==> config.mk <==
export PLATFORM = sky130hd
export DESIGN_NAME = hazard_unit_flat
export DESIGN_NICKNAME = d
export VERILOG_FILES = /design/src/rtl/hazard_if.sv /design/src/rtl/hazard_unit.sv /design/src/flat_wrapper.sv
export SDC_FILE = /design/constraint.sdc
export NUM_CORES = 1
export LEC_CHECK = 0
export BUFFER_PORTS_ARGS = -buffer_cell sky130_fd_sc_hd__buf_2
export CAP_MARGIN = 15
export CELL_PAD_IN_SITES_DETAIL_PLACEMENT = 0
export CELL_PAD_IN_SITES_GLOBAL_PLACEMENT = 2
export CORE_MARGIN = 2
export CORE_UTILIZATION = 22
export CTS_BUF_LIST = sky130_fd_sc_hd__clkbuf_2
export CTS_CLUSTER_DIAMETER = 60
export DETAILED_ROUTE_END_ITERATION = 8
export PLACE_DENSITY = 0.81
export SLEW_MARGIN = 30
export SYNTH_ARGS = -nofsm -noshare
export SYNTH_HDL_FRONTEND = slang
export SYNTH_SLANG_ARGS = --single-unit
==> constraint.sdc <==
create_clock -name clk -period 1.8 [get_ports clk]
set_input_delay 0.18 -clock clk [delete_from_list [all_inputs] [get_ports clk]]
set_output_delay 0.18 -clock clk [all_outputs]
set_load 0.005 [all_outputs]
==> src/rtl/hazard_if.sv <==
// Pipeline-side hazard signals: ID/EX source and destination info in, stall/flush controls out.
interface hazard_if;
  logic [4:0] regfile_read_num1_id;
  logic [4:0] regfile_read_num2_id;
  logic       rs_used_id;
  logic       rt_used_id;
  logic       md_read_id;
  logic       MemRead_id_ex;
  logic [4:0] regfile_write_num_id_ex;
  logic       md_start_ex;
  logic       md_is_div_ex;
  logic       branch_taken_ex;
  logic       syscall_halt_ex;
  logic       pc_stall;
  logic       if_id_stall;
  logic       if_id_flush;
  logic       id_ex_flush;
  logic       md_busy;
  logic       halted;

  modport master (
    output regfile_read_num1_id, regfile_read_num2_id, rs_used_id, rt_used_id,
           md_read_id, MemRead_id_ex, regfile_write_num_id_ex, md_start_ex,
           md_is_div_ex, branch_taken_ex, syscall_halt_ex,
    input  pc_stall, if_id_stall, if_id_flush, id_ex_flush, md_busy, halted
  );

  modport slave (
    input  regfile_read_num1_id, regfile_read_num2_id, rs_used_id, rt_used_id,
           md_read_id, MemRead_id_ex, regfile_write_num_id_ex, md_start_ex,
           md_is_div_ex, branch_taken_ex, syscall_halt_ex,
    output pc_stall, if_id_stall, if_id_flush, id_ex_flush, md_busy, halted
  );
endinterface

==> src/rtl/hazard_unit.sv <==
// Stall/flush controller for load-use, mult/div busy, taken branch and syscall halt.
// Define HAZARD_STATS_EN to add saturating stall_cycles / flush_count outputs.
//
// state   | meaning
// IDLE    | HI/LO unit free, no halt
// MD_BUSY | mult/div in progress, md_cnt counts down remaining cycles
// HALT    | core halted by syscall, sticky until rst
module hazard_unit #(
  parameter int MUL_LATENCY = 4,
  parameter int DIV_LATENCY = 32,
  parameter int CNT_W       = 16
) (
  input  logic           clk,
  input  logic           rst,
  hazard_if.slave        hz
`ifdef HAZARD_STATS_EN
  ,
  output logic [CNT_W-1:0] stall_cycles,
  output logic [CNT_W-1:0] flush_count
`endif
);

  localparam int MAX_LAT  = (DIV_LATENCY > MUL_LATENCY) ? DIV_LATENCY : MUL_LATENCY;
  localparam int CNT_BITS = $clog2(MAX_LAT) + 1;

  if (MUL_LATENCY < 1 || DIV_LATENCY < 1 || CNT_W < 1) begin : g_param_check
    $error("hazard_unit: latencies and CNT_W must be at least 1");
  end

  typedef enum logic [1:0] {
    IDLE    = 2'd0,
    MD_BUSY = 2'd1,
    HALT    = 2'd2
  } state_t;

  state_t              state, state_nxt;
  logic [CNT_BITS-1:0] md_cnt, md_cnt_nxt;
  logic                load_use;
  logic                md_hazard;
  logic                halt_active;

  always_ff @(posedge clk) begin
    if (rst) begin
      state  <= IDLE;
      md_cnt <= '0;
    end else begin
      state  <= state_nxt;
      md_cnt <= md_cnt_nxt;
    end
  end

  always_comb begin
    state_nxt      = state;
    md_cnt_nxt     = md_cnt;
    hz.pc_stall    = 1'b0;
    hz.if_id_stall = 1'b0;
    hz.if_id_flush = 1'b0;
    hz.id_ex_flush = 1'b0;

    load_use = hz.MemRead_id_ex && (hz.regfile_write_num_id_ex != 5'd0) &&
               ((hz.rs_used_id && (hz.regfile_read_num1_id == hz.regfile_write_num_id_ex)) ||
                (hz.rt_used_id && (hz.regfile_read_num2_id == hz.regfile_write_num_id_ex)));
    md_hazard   = hz.md_read_id && (state == MD_BUSY) && (md_cnt != '0);
    halt_active = (state == HALT) || hz.syscall_halt_ex;

    case (state)
      IDLE, MD_BUSY: begin
        // A start while busy simply reloads the count; the older op is overwritten.
        if (hz.md_start_ex) begin
          state_nxt  = MD_BUSY;
          md_cnt_nxt = hz.md_is_div_ex ? CNT_BITS'(DIV_LATENCY - 1)
                                       : CNT_BITS'(MUL_LATENCY - 1);
        end else if (state == MD_BUSY) begin
          if (md_cnt == '0) state_nxt = IDLE;
          else              md_cnt_nxt = md_cnt - 1'b1;
        end
      end
      HALT: begin
        state_nxt  = HALT;
        md_cnt_nxt = '0;
      end
      default: begin
        state_nxt  = IDLE;
        md_cnt_nxt = '0;
      end
    endcase

    if (hz.syscall_halt_ex) begin
      state_nxt  = HALT;
      md_cnt_nxt = '0;
    end

    if (rst) begin
      hz.pc_stall    = 1'b0;
    end else if (halt_active) begin
      hz.pc_stall    = 1'b1;
      hz.if_id_stall = 1'b1;
      hz.id_ex_flush = 1'b1;
    end else if (hz.branch_taken_ex) begin
      // ID instruction is in the branch shadow, so its hazards do not matter.
      hz.if_id_flush = 1'b1;
      hz.id_ex_flush = 1'b1;
    end else if (load_use || md_hazard) begin
      hz.pc_stall    = 1'b1;
      hz.if_id_stall = 1'b1;
      hz.id_ex_flush = 1'b1;
    end
  end

  assign hz.md_busy = (state == MD_BUSY);
  assign hz.halted  = (state == HALT);

`ifdef HAZARD_STATS_EN
  always_ff @(posedge clk) begin
    if (rst) begin
      stall_cycles <= '0;
      flush_count  <= '0;
    end else begin
      if (hz.pc_stall && (state != HALT) && (stall_cycles != '1))
        stall_cycles <= stall_cycles + 1'b1;
      if (hz.branch_taken_ex && (flush_count != '1))
        flush_count <= flush_count + 1'b1;
    end
  end
`endif

endmodule

==> src/flat_wrapper.sv <==
// flat-port wrapper written by rule: the top's interface ports become plain ports
module hazard_unit_flat 
#(
  parameter int MUL_LATENCY = 4,
  parameter int DIV_LATENCY = 32,
  parameter int CNT_W       = 16
)
  (clk, rst, hz_regfile_read_num1_id, hz_regfile_read_num2_id, hz_rs_used_id, hz_rt_used_id, hz_md_read_id, hz_MemRead_id_ex, hz_regfile_write_num_id_ex, hz_md_start_ex, hz_md_is_div_ex, hz_branch_taken_ex, hz_syscall_halt_ex, hz_pc_stall, hz_if_id_stall, hz_if_id_flush, hz_id_ex_flush, hz_md_busy, hz_halted);
  hazard_if hz_i ();
  input  logic clk;
  input  logic rst;
  input wire logic [$bits(hz_i.regfile_read_num1_id)-1:0] hz_regfile_read_num1_id;
  input wire logic [$bits(hz_i.regfile_read_num2_id)-1:0] hz_regfile_read_num2_id;
  input wire logic [$bits(hz_i.rs_used_id)-1:0] hz_rs_used_id;
  input wire logic [$bits(hz_i.rt_used_id)-1:0] hz_rt_used_id;
  input wire logic [$bits(hz_i.md_read_id)-1:0] hz_md_read_id;
  input wire logic [$bits(hz_i.MemRead_id_ex)-1:0] hz_MemRead_id_ex;
  input wire logic [$bits(hz_i.regfile_write_num_id_ex)-1:0] hz_regfile_write_num_id_ex;
  input wire logic [$bits(hz_i.md_start_ex)-1:0] hz_md_start_ex;
  input wire logic [$bits(hz_i.md_is_div_ex)-1:0] hz_md_is_div_ex;
  input wire logic [$bits(hz_i.branch_taken_ex)-1:0] hz_branch_taken_ex;
  input wire logic [$bits(hz_i.syscall_halt_ex)-1:0] hz_syscall_halt_ex;
  output wire logic [$bits(hz_i.pc_stall)-1:0] hz_pc_stall;
  output wire logic [$bits(hz_i.if_id_stall)-1:0] hz_if_id_stall;
  output wire logic [$bits(hz_i.if_id_flush)-1:0] hz_if_id_flush;
  output wire logic [$bits(hz_i.id_ex_flush)-1:0] hz_id_ex_flush;
  output wire logic [$bits(hz_i.md_busy)-1:0] hz_md_busy;
  output wire logic [$bits(hz_i.halted)-1:0] hz_halted;
  assign hz_i.regfile_read_num1_id = hz_regfile_read_num1_id;
  assign hz_i.regfile_read_num2_id = hz_regfile_read_num2_id;
  assign hz_i.rs_used_id = hz_rs_used_id;
  assign hz_i.rt_used_id = hz_rt_used_id;
  assign hz_i.md_read_id = hz_md_read_id;
  assign hz_i.MemRead_id_ex = hz_MemRead_id_ex;
  assign hz_i.regfile_write_num_id_ex = hz_regfile_write_num_id_ex;
  assign hz_i.md_start_ex = hz_md_start_ex;
  assign hz_i.md_is_div_ex = hz_md_is_div_ex;
  assign hz_i.branch_taken_ex = hz_branch_taken_ex;
  assign hz_i.syscall_halt_ex = hz_syscall_halt_ex;
  assign hz_pc_stall = hz_i.pc_stall;
  assign hz_if_id_stall = hz_i.if_id_stall;
  assign hz_if_id_flush = hz_i.if_id_flush;
  assign hz_id_ex_flush = hz_i.id_ex_flush;
  assign hz_md_busy = hz_i.md_busy;
  assign hz_halted = hz_i.halted;
  hazard_unit #(.MUL_LATENCY(MUL_LATENCY), .DIV_LATENCY(DIV_LATENCY), .CNT_W(CNT_W)) u_core (.clk(clk), .rst(rst), .hz(hz_i));
endmodule
Yosys cells after proc, flatten, opt, wreduce, memory -nomap -nowiden --
Cells that the tools add are included.
Storage, ports and cells: register bits after elaboration 8, output and inout bits 6
Cells by class: add/sub/neg operators 1, equality and inequality tests 9, mux-type cells 19, bitwise logic cells 1, reduce and logical (&&, ||, !) cells 20
Operators by type and width (count):
- $mux W6 | 3
- $eq A5 B5 Y1 | 2
- $mux W1 | 10
- $mux W2 | 4
- $logic_and A1 B1 Y1 | 6
- $logic_not A6 Y1 | 1
- $reduce_and A2 Y1 | 3
- $reduce_bool A6 Y1 | 1
- $sub A6 B1 Y6 const B | 1
- $mux W5 | 1
- $reduce_bool A5 Y1 | 1
- $ne A4 B3 Y1 const B | 1
- $ne A4 B4 Y1 const B | 1
- $pmux W2 S2 | 1
- $reduce_or A2 Y1 | 2
- $logic_or A1 B1 Y1 | 3
- $ne A3 B2 Y1 const B | 1
- $ne A3 B3 Y1 const B | 1
- $reduce_or A3 Y1 | 1
- $eq A2 B1 Y1 const B | 1
- $eq A2 B2 Y1 const B | 1
- $logic_not A2 Y1 | 1
- $ne A2 B2 Y1 const B | 1
- $reduce_bool A2 Y1 | 1
- $not A1 Y1 | 1

Logic depth before layout (Yosys ltp) --
Gate-level depths: netlist of the first run.
depth in word-level cells 9, gate-level depth with buffers 7, depth with buffers taken out 6

Worst setup path after synthesis of the first run --
No wires, ideal clock.
path type flip-flop to output port, start register u_core.md_cnt[0], end output hz_pc_stall, arrival time 1.630 ns, data required time 1.620 ns, setup slack -0.010 ns, stages on the path, launching flop included 8, cell sequence dfxtp_1 inv_1 ha_1 or4b_4 o21a_4 a31oi_1 o41ai_1 buf_4
On the way: cells in the longest elaborated chain, start to end 7
RTL lines:
- from (decl) | RTL line hazard_unit.sv:37 | logic [CNT_BITS-1:0] md_cnt, md_cnt_nxt;
- from (signal assigned) | RTL line hazard_unit.sv:48 | md_cnt <= md_cnt_nxt;
- $reduce_bool A6 Y1 | RTL line hazard_unit.sv:63 | md_hazard = hz.md_read_id && (state == MD_BUSY) && (md_cnt != '0);
- $logic_and A1 B1 Y1 | RTL line hazard_unit.sv:63
- $logic_or A1 B1 Y1 | RTL line hazard_unit.sv:103 | end else if (load_use || md_hazard) begin
- $mux W1 (4 in a row)
- to (decl) | RTL line flat_wrapper.sv:23 | output wire logic [$bits(hz_i.pc_stall)-1:0] hz_pc_stall;
No other way between the ends.

Final worst setup path of the first run --
start register u_core.md_cnt[0], end output hz_id_ex_flush
On the way: cells in the longest elaborated chain, start to end 7
RTL lines:
- $reduce_bool A6 Y1 | RTL line hazard_unit.sv:63
- $logic_and A1 B1 Y1 | RTL line hazard_unit.sv:63
- $logic_or A1 B1 Y1 | RTL line hazard_unit.sv:103
- $mux W1 | RTL line hazard_unit.sv:103
- $mux W1 | RTL line hazard_unit.sv:99 | end else if (hz.branch_taken_ex) begin
- $mux W1 | RTL line hazard_unit.sv:95 | end else if (halt_active) begin
- $mux W1 | RTL line hazard_unit.sv:93 | if (rst) begin
- to (decl) | RTL line flat_wrapper.sv:26 | output wire logic [$bits(hz_i.id_ex_flush)-1:0] hz_id_ex_flush;
No other way between the ends.

==> metrics.csv, run 1 <==
stage,metric,value,unit
status,outcome,"complete, but fails checks",
status,failing checks,setup timing,
clock_tree,Clock Tree Buf Depth,2,
sta,worst slew pin tran,0.3249,ns
final_layout,Finished Core Util,34.09,%
setup_path,CP endpoint kind,output port,
synthesis,post-synthesis compound-gate area fraction,24.02,%
power_and_ir_drop,sequential share of power,43.0,%
power_and_ir_drop,power share of the combinational group,32.8,%
synthesis,"count leader, synth",xor2_1,
global_routing,largest net degree at the start of global routing,7,
die,row cnt,19,
synthesis,cell accounting for the most synthesized area,dfxtp_1,
synthesis,Post-Synth XOR/XNOR Area,18.84,%
global_routing,first-pass GRT wire length,2.691,mm
worst_hold_path,HP Class,in2reg,
clock_tree,number of buffers created by CTS,3,
setup_path,CP Max Fanout,3,
routing,Vias per Instance,4.750,
synthesis,Mean Syn Cell Area,8.887,sq um
final_layout,Ant. Diodes,0,
synthesis,top post-synthesis cells by area,"dfxtp_1 (27%), xor2_1 (13%), xnor2_1 (5.8%), ha_1 (4.1%), a31oi_1 (3.1%)",
setup_path,worst endpoint required time,1.62,ns
routing,Avg WL per Cell,12.33,microns
power_and_ir_drop,Peak VDD IR,0.0002586,V
placement,port buffer count,30,
power_and_ir_drop,clock power share,24.2,%
routing,DRC,0,
synthesis,multiplexer share of the synthesized area,1.656,%
synthesis,"EDFF count, synth",0,
clock_tree,cts hold-fix bufs,0,
synthesis,Cell variety after synth,35,
synthesis,top cell type's share of synthesized area,26.50,%
clock_tree,clock latency on the worst-skew pair,0.23,ns
sta,timing-limited maximum frequency,503.2,MHz
sta,fin crit share,110.4,%
worst_hold_path,HP Start,hz_md_start_ex,
routing,Detailed Routing Iterations Pass 1,4,
run,Max-Cap Viols,0,
sta,skew final,0.0001832,ns
clock_tree,htree depth,1,
clock_tree,CTS tree,yes,
final_layout,fin area,915.9,sq um
synthesis,adder-cell share of the synthesized area,4.141,%
setup_path,critical path arrival,1.81,ns
final_layout,share of post-route cells with drive strength above 1,51.38,%
synthesis,Post-Syn Instances,68,
setup_path,r2r setup slk,-0.01,ns
power_and_ir_drop,Sw Ratio,30.64,%
power_and_ir_drop,Psw,0.0001354,W
sta,fin crit period,1.987,ns
synthesis,largest family of logic cells by synthesized area,compound AO/OA/AOI/OAI gates,
die,die area,3182,sq um
synthesis,Post-synth top cells,"xor2_1 (9), dfxtp_1 (8), nor2_1 (4), xnor2_1 (4)",
final_layout,fill count,288,
synthesis,ys async rst share,0,%
setup_path,Reg-to-Reg Start,u_core.md_cnt[0],
routing,Vias,665,
placement,gpl congestion,0.8079,
power_and_ir_drop,Pleak,0.3951,nW
synthesis,ys flop type,dfxtp_1,
global_routing,GR Overflow Total,0,
power_and_ir_drop,P_int,0.0003065,W
placement,Post-DP Area,834.6,sq um
synthesis,Yosys reg bits,8,
sta,setup violators final,4,
sta,max_slew headroom,78.11,%
clock_tree,CTS root buffer,clkbuf_2,
worst_hold_path,hold path depth,2,
sta,WHS,0.2317,ns
setup_path,r2r endpoint,u_core.md_cnt[1],
die,DIE WIDTH,56.41,microns
synthesis,cell area after synthesis,604.3,sq um
setup_path,critical path type,reg2out,
die,Starting Density,22.50,%
global_routing,initial antenna violation count,0,
routing,Final ANT Viol Nets,0,
synthesis,Synthesized Nets,95,
synthesis,post-synthesis simple-gate area fraction,20.91,%
synthesis,"Seq/Total Area, Yosys",26.50,%
final_layout,Layout Nets,138,
sta,RSZ-0062 raised after global routing,true,
synthesis,Synth warnings,0,
die,die height,56.41,microns
setup_path,Critical Path Source Type,register,
sta,Max Slew Vio Count,0,
clock_tree,clk slew on worst S/H paths,0.08,ns
sta,final setup margin,-0.1872,ns
worst_hold_path,Min-Delay Endpoint,u_core.md_cnt[1],
sta,final hold violation count,0,
placement,DP HPWL,1.345,mm
die,Core ar.,2686,sq um
routing,final WL,1.726,mm
die,Ports,31,
global_routing,vias in the first global route,623,
power_and_ir_drop,power density over the cells,482.5,nW/um^2
setup_path,worst reg-to-reg path cell count,8,
global_routing,All-Layer GR Usage,10.66,%
final_layout,"Area growth, synth to finish",51.55,%
clock_tree,clock sink count,8,
routing,1st-iter DRT viols,16,
-- logic make-up (layout without fill, tap and decap cells) --
logic type,count (synthesis),after routing
flip-flops,8,8
XOR/XNOR,13,13
AO/OA/AOI/OAI,18,18
adder cells (fa/ha/maj),2,2
buffers and inverters,5,46
multiplexers,1,1
AND/OR/NAND/NOR,21,21
-- power by group through the flow --
stage	combinational, W	clock (W)	sequential, W
2_1_floorplan	0.0000688	0	0.000193
3_3_place_gp	0.000132	0	0.000193
3_5_place_dp	0.000133	0	0.000194
4_1_cts	0.000142	0.000116	0.000190
5_1_grt	0.000159	0.000126	0.000191
6_report	0.000145	0.000107	0.000190
-- final cells by class --
class	count	area, sq um	area share [%]
multi-input combinational	55	455.4	49.73
timing repair buffer	40	232.7	25.41
sequential	8	162.7	17.76
tap	31	38.79	4.235
clock buffer	3	15.01	1.639
inverter	3	11.26	1.230
-- cell usage in the layout (no fill, tap or decap), drive strengths merged, types with 3 or more instances in the layout --
cell type  instances
nor2               4
xnor2              4
inv                3
buf               40
a31oi              3
o21a               3
nor3               3
clkbuf             3
xor2               9
dfxtp              8
-- sequential cells by signal, indices dropped and copies added (netlist names) --
signal         cells
u_core.md_cnt      6
u_core.state       2
-- per-stage QoR --
step           setup slack, ns  instances   TNS (ns)  total power [W]
5_1_grt                -0.3043        140    -0.9312        0.0004762
2_1_floorplan        -0.003348         68  -0.003348        0.0002618
3_3_place_gp           0.04198        133          0        0.0003252
4_1_cts                -0.1999        139    -0.6038        0.0004480
6_report               -0.1872        140    -0.5516        0.0004419
3_5_place_dp         -0.005644        133   -0.01119        0.0003268
-- critical path, stage by stage (launching register included) --
cell      delay, ns
dfxtp_2        0.33
inv_2          0.05
ha_1           0.12
or4b_4         0.47
o211ai_1       0.24
a31o_2         0.19
a31oi_1        0.03
buf_2          0.14
-- worst max-delay path by stage --
stage / from / to
3_5_place_dp: u_core.md_cnt[1] / hz_pc_stall
4_1_cts: u_core.md_cnt[0] / hz_id_ex_flush
2_1_floorplan: u_core.md_cnt[0] / hz_pc_stall
3_3_place_gp: u_core.md_cnt[0] / hz_pc_stall
6_report: u_core.md_cnt[0] / hz_id_ex_flush
5_1_grt: u_core.md_cnt[1] / hz_id_ex_flush
-- routing by layer --
layer / vias to the layer above / GRT usage, % / share of wire (%)
met2: 30 / 17.98 / 46
met5: - / 0 / 0
met3: 0 / 2.765 / 9.0
li1: 335 / - / -
met1: 300 / 12.90 / 45
met4: 0 / 4.082 / 0
-- repair_timing --
item,CTS,global route
setup endpoints to repair,3,6
pin swaps,3,3
gates resized for setup,5,3
buffers inserted,3,1
Power figures use the tool's default switching activity.
==> run 2, diff against run 1 <==
Settings changed: SKIP_CTS_REPAIR_TIMING from default to 1.
==> run 2 against run 1 <==
The run still ends with setup timing left. Routed wire length is 5.6% lower. Fmax is 1.1% lower. Total power is 1.3% lower. Sequential share of layout area is 0.71 points higher. Cell area is 3.8% lower. First-iteration DRC count is 38% higher. Clock-buffer cell count stayed put. Global-route usage is 0.57 points lower. Flip-flop and latch count stayed put. Worst hold slack worse by 0.015 ns. Non-clock buffer count is 3 lower. Highest routed layer unchanged.
==> metrics.csv, run 2 (synthesized netlist as in run 1, its figures left out) <==
stage,metric,value,unit
setup_path,worst endpoint required time,1.62,ns
clock_tree,clock latency on the worst-skew pair,0.23,ns
final_layout,fin area,880.8,sq um
placement,gpl congestion,0.8079,
global_routing,first-pass GRT wire length,2.539,mm
power_and_ir_drop,sequential share of power,43.5,%
global_routing,largest net degree at the start of global routing,7,
setup_path,Critical-path top delay cell,or4b_4,
die,die height,56.41,microns
die,DIE WIDTH,56.41,microns
clock_tree,CTS tree,yes,
clock_tree,number of buffers created by CTS,3,
global_routing,All-Layer GR Usage,10.09,%
clock_tree,htree depth,1,
global_routing,GR Overflow Total,0,
power_and_ir_drop,clock power share,24.7,%
sta,worst slew pin tran,0.3336,ns
final_layout,"Area growth, synth to finish",45.76,%
final_layout,Layout Nets,135,
routing,DRC,0,
power_and_ir_drop,Psw,0.0001337,W
setup_path,buffers and inverters on the worst path,2,
power_and_ir_drop,power share of the combinational group,31.8,%
routing,Vias per Instance,4.774,
clock_tree,clk slew on worst S/H paths,0.08,ns
sta,RSZ-0062 raised after global routing,true,
placement,DP HPWL,1.345,mm
setup_path,CP endpoint kind,output port,
setup_path,critical path arrival,1.83,ns
final_layout,Top reg by flops,u_core.md_cnt,
power_and_ir_drop,power density over the cells,495.1,nW/um^2
setup_path,"Largest stage delay, worst path",0.47,ns
global_routing,vias in the first global route,583,
sta,timing-limited maximum frequency,497.6,MHz
setup_path,Critical Path Source Type,register,
power_and_ir_drop,Peak VDD IR,0.0002587,V
setup_path,critical path type,reg2out,
die,Starting Density,22.50,%
sta,final setup margin,-0.2097,ns
power_and_ir_drop,Sw Ratio,30.65,%
routing,Detailed Routing Iterations Pass 1,4,
placement,dpl cells,133,
final_layout,Ant. Diodes,0,
routing,Final ANT Viol Nets,0,
sta,max_slew headroom,77.53,%
sta,Max Slew Vio Count,0,
final_layout,share of post-route cells with drive strength above 1,49.06,%
routing,Avg WL per Cell,11.90,microns
placement,Post-DP Area,834.6,sq um
final_layout,Largest regs,"u_core.md_cnt: 6 flops, u_core.state: 2 flops",
setup_path,CP Max Fanout,3,
clock_tree,Clock Tree Buf Depth,2,
routing,final WL,1.630,mm
die,die area,3182,sq um
clock_tree,CTS root buffer,clkbuf_2,
routing,1st-iter DRT viols,22,
status,outcome,"complete, but fails checks",
worst_hold_path,HP Class,in2reg,
status,failing checks,setup timing,
clock_tree,clock sink count,8,
global_routing,initial antenna violation count,0,
sta,final hold violation count,0,
routing,Vias,654,
sta,fin crit period,2.010,ns
sta,skew final,0.001350,ns
final_layout,"commonest non-fill, non-tap cell in the layout",buf_2,
sta,setup violators final,3,
sta,WHS,0.2170,ns
placement,port buffer count,30,
power_and_ir_drop,Pleak,0.3778,nW
die,Ports,31,
die,Core ar.,2686,sq um
die,row cnt,19,
final_layout,max FFs per register,6,
sta,fin crit share,111.7,%
final_layout,Finished Core Util,32.79,%
final_layout,Non-Filler Instances,137,
setup_path,CP Cell Sequence,"inv_2, ha_1, or4b_4, o211ai_1, a31o_2, a31oi_1, buf_2",
final_layout,most frequent cells in the layout,"buf_2 (30), xor2_1 (9), buf_4 (7), dfxtp_1 (6), nor2_1 (4)",
setup_path,"CP delay by family, top",compound AO/OA/AOI/OAI gates,
run,Max-Cap Viols,0,
power_and_ir_drop,P_int,0.0003025,W
## run 2: cell types whose count changed in the layout (fill, tap and decap cells not counted), sizes merged
cell | before | now
buf | 40 | 37
## run 2: area by class of cell
class	count	area, sq um
fill	290	1805
multi-input combinational	55	450.4
timing repair buffer	37	202.7
sequential	8	162.7
tap	31	38.79
clock buffer	3	15.01
inverter	3	11.26
## run 2: path summary, 6_finish.rpt
path / startpoint / cells after the start / end / slack, ns
setup / recovery: u_core.md_cnt[0] / 7 / hz_id_ex_flush / -0.21
setup reg to reg: u_core.md_cnt[0] / 7 / u_core.md_cnt[1] / 0.07
hold / removal: hz_md_start_ex / 2 / u_core.state[0] / 0.22
hold reg to reg: u_core.md_cnt[4] / 2 / u_core.md_cnt[4] / 0.54
## run 2: power groups by stage
stage	registers [W]	clock network [W]	logic (W)
3_5_place_dp	0.000194	0	0.000133
3_3_place_gp	0.000193	0	0.000132
4_1_cts	0.000189	0.000116	0.000134
6_report	0.000190	0.000108	0.000139
5_1_grt	0.000191	0.000126	0.000153
2_1_floorplan	0.000193	0	0.0000688
## run 2: metrics by stage
step                setup TNS (ns)  power (W)  setup slack [ns]
floorplan                -0.003348  0.0002618         -0.003348
global placement                 0  0.0003252           0.04198
detailed placement        -0.01119  0.0003268         -0.005644
CTS                        -0.7725  0.0004393           -0.2824
global route               -0.8726  0.0004701           -0.3187
finish                     -0.5755  0.0004361           -0.2097
## run 2: routing by layer
metal / track usage (%) / routed length [microns] / vias up
met5: 0 / 0 / -
met4: 4.082 / 0 / 0
met3: 2.765 / 161 / 0
met2: 16.13 / 704 / 32
met1: 12.76 / 764 / 292
li1: - / - / 330
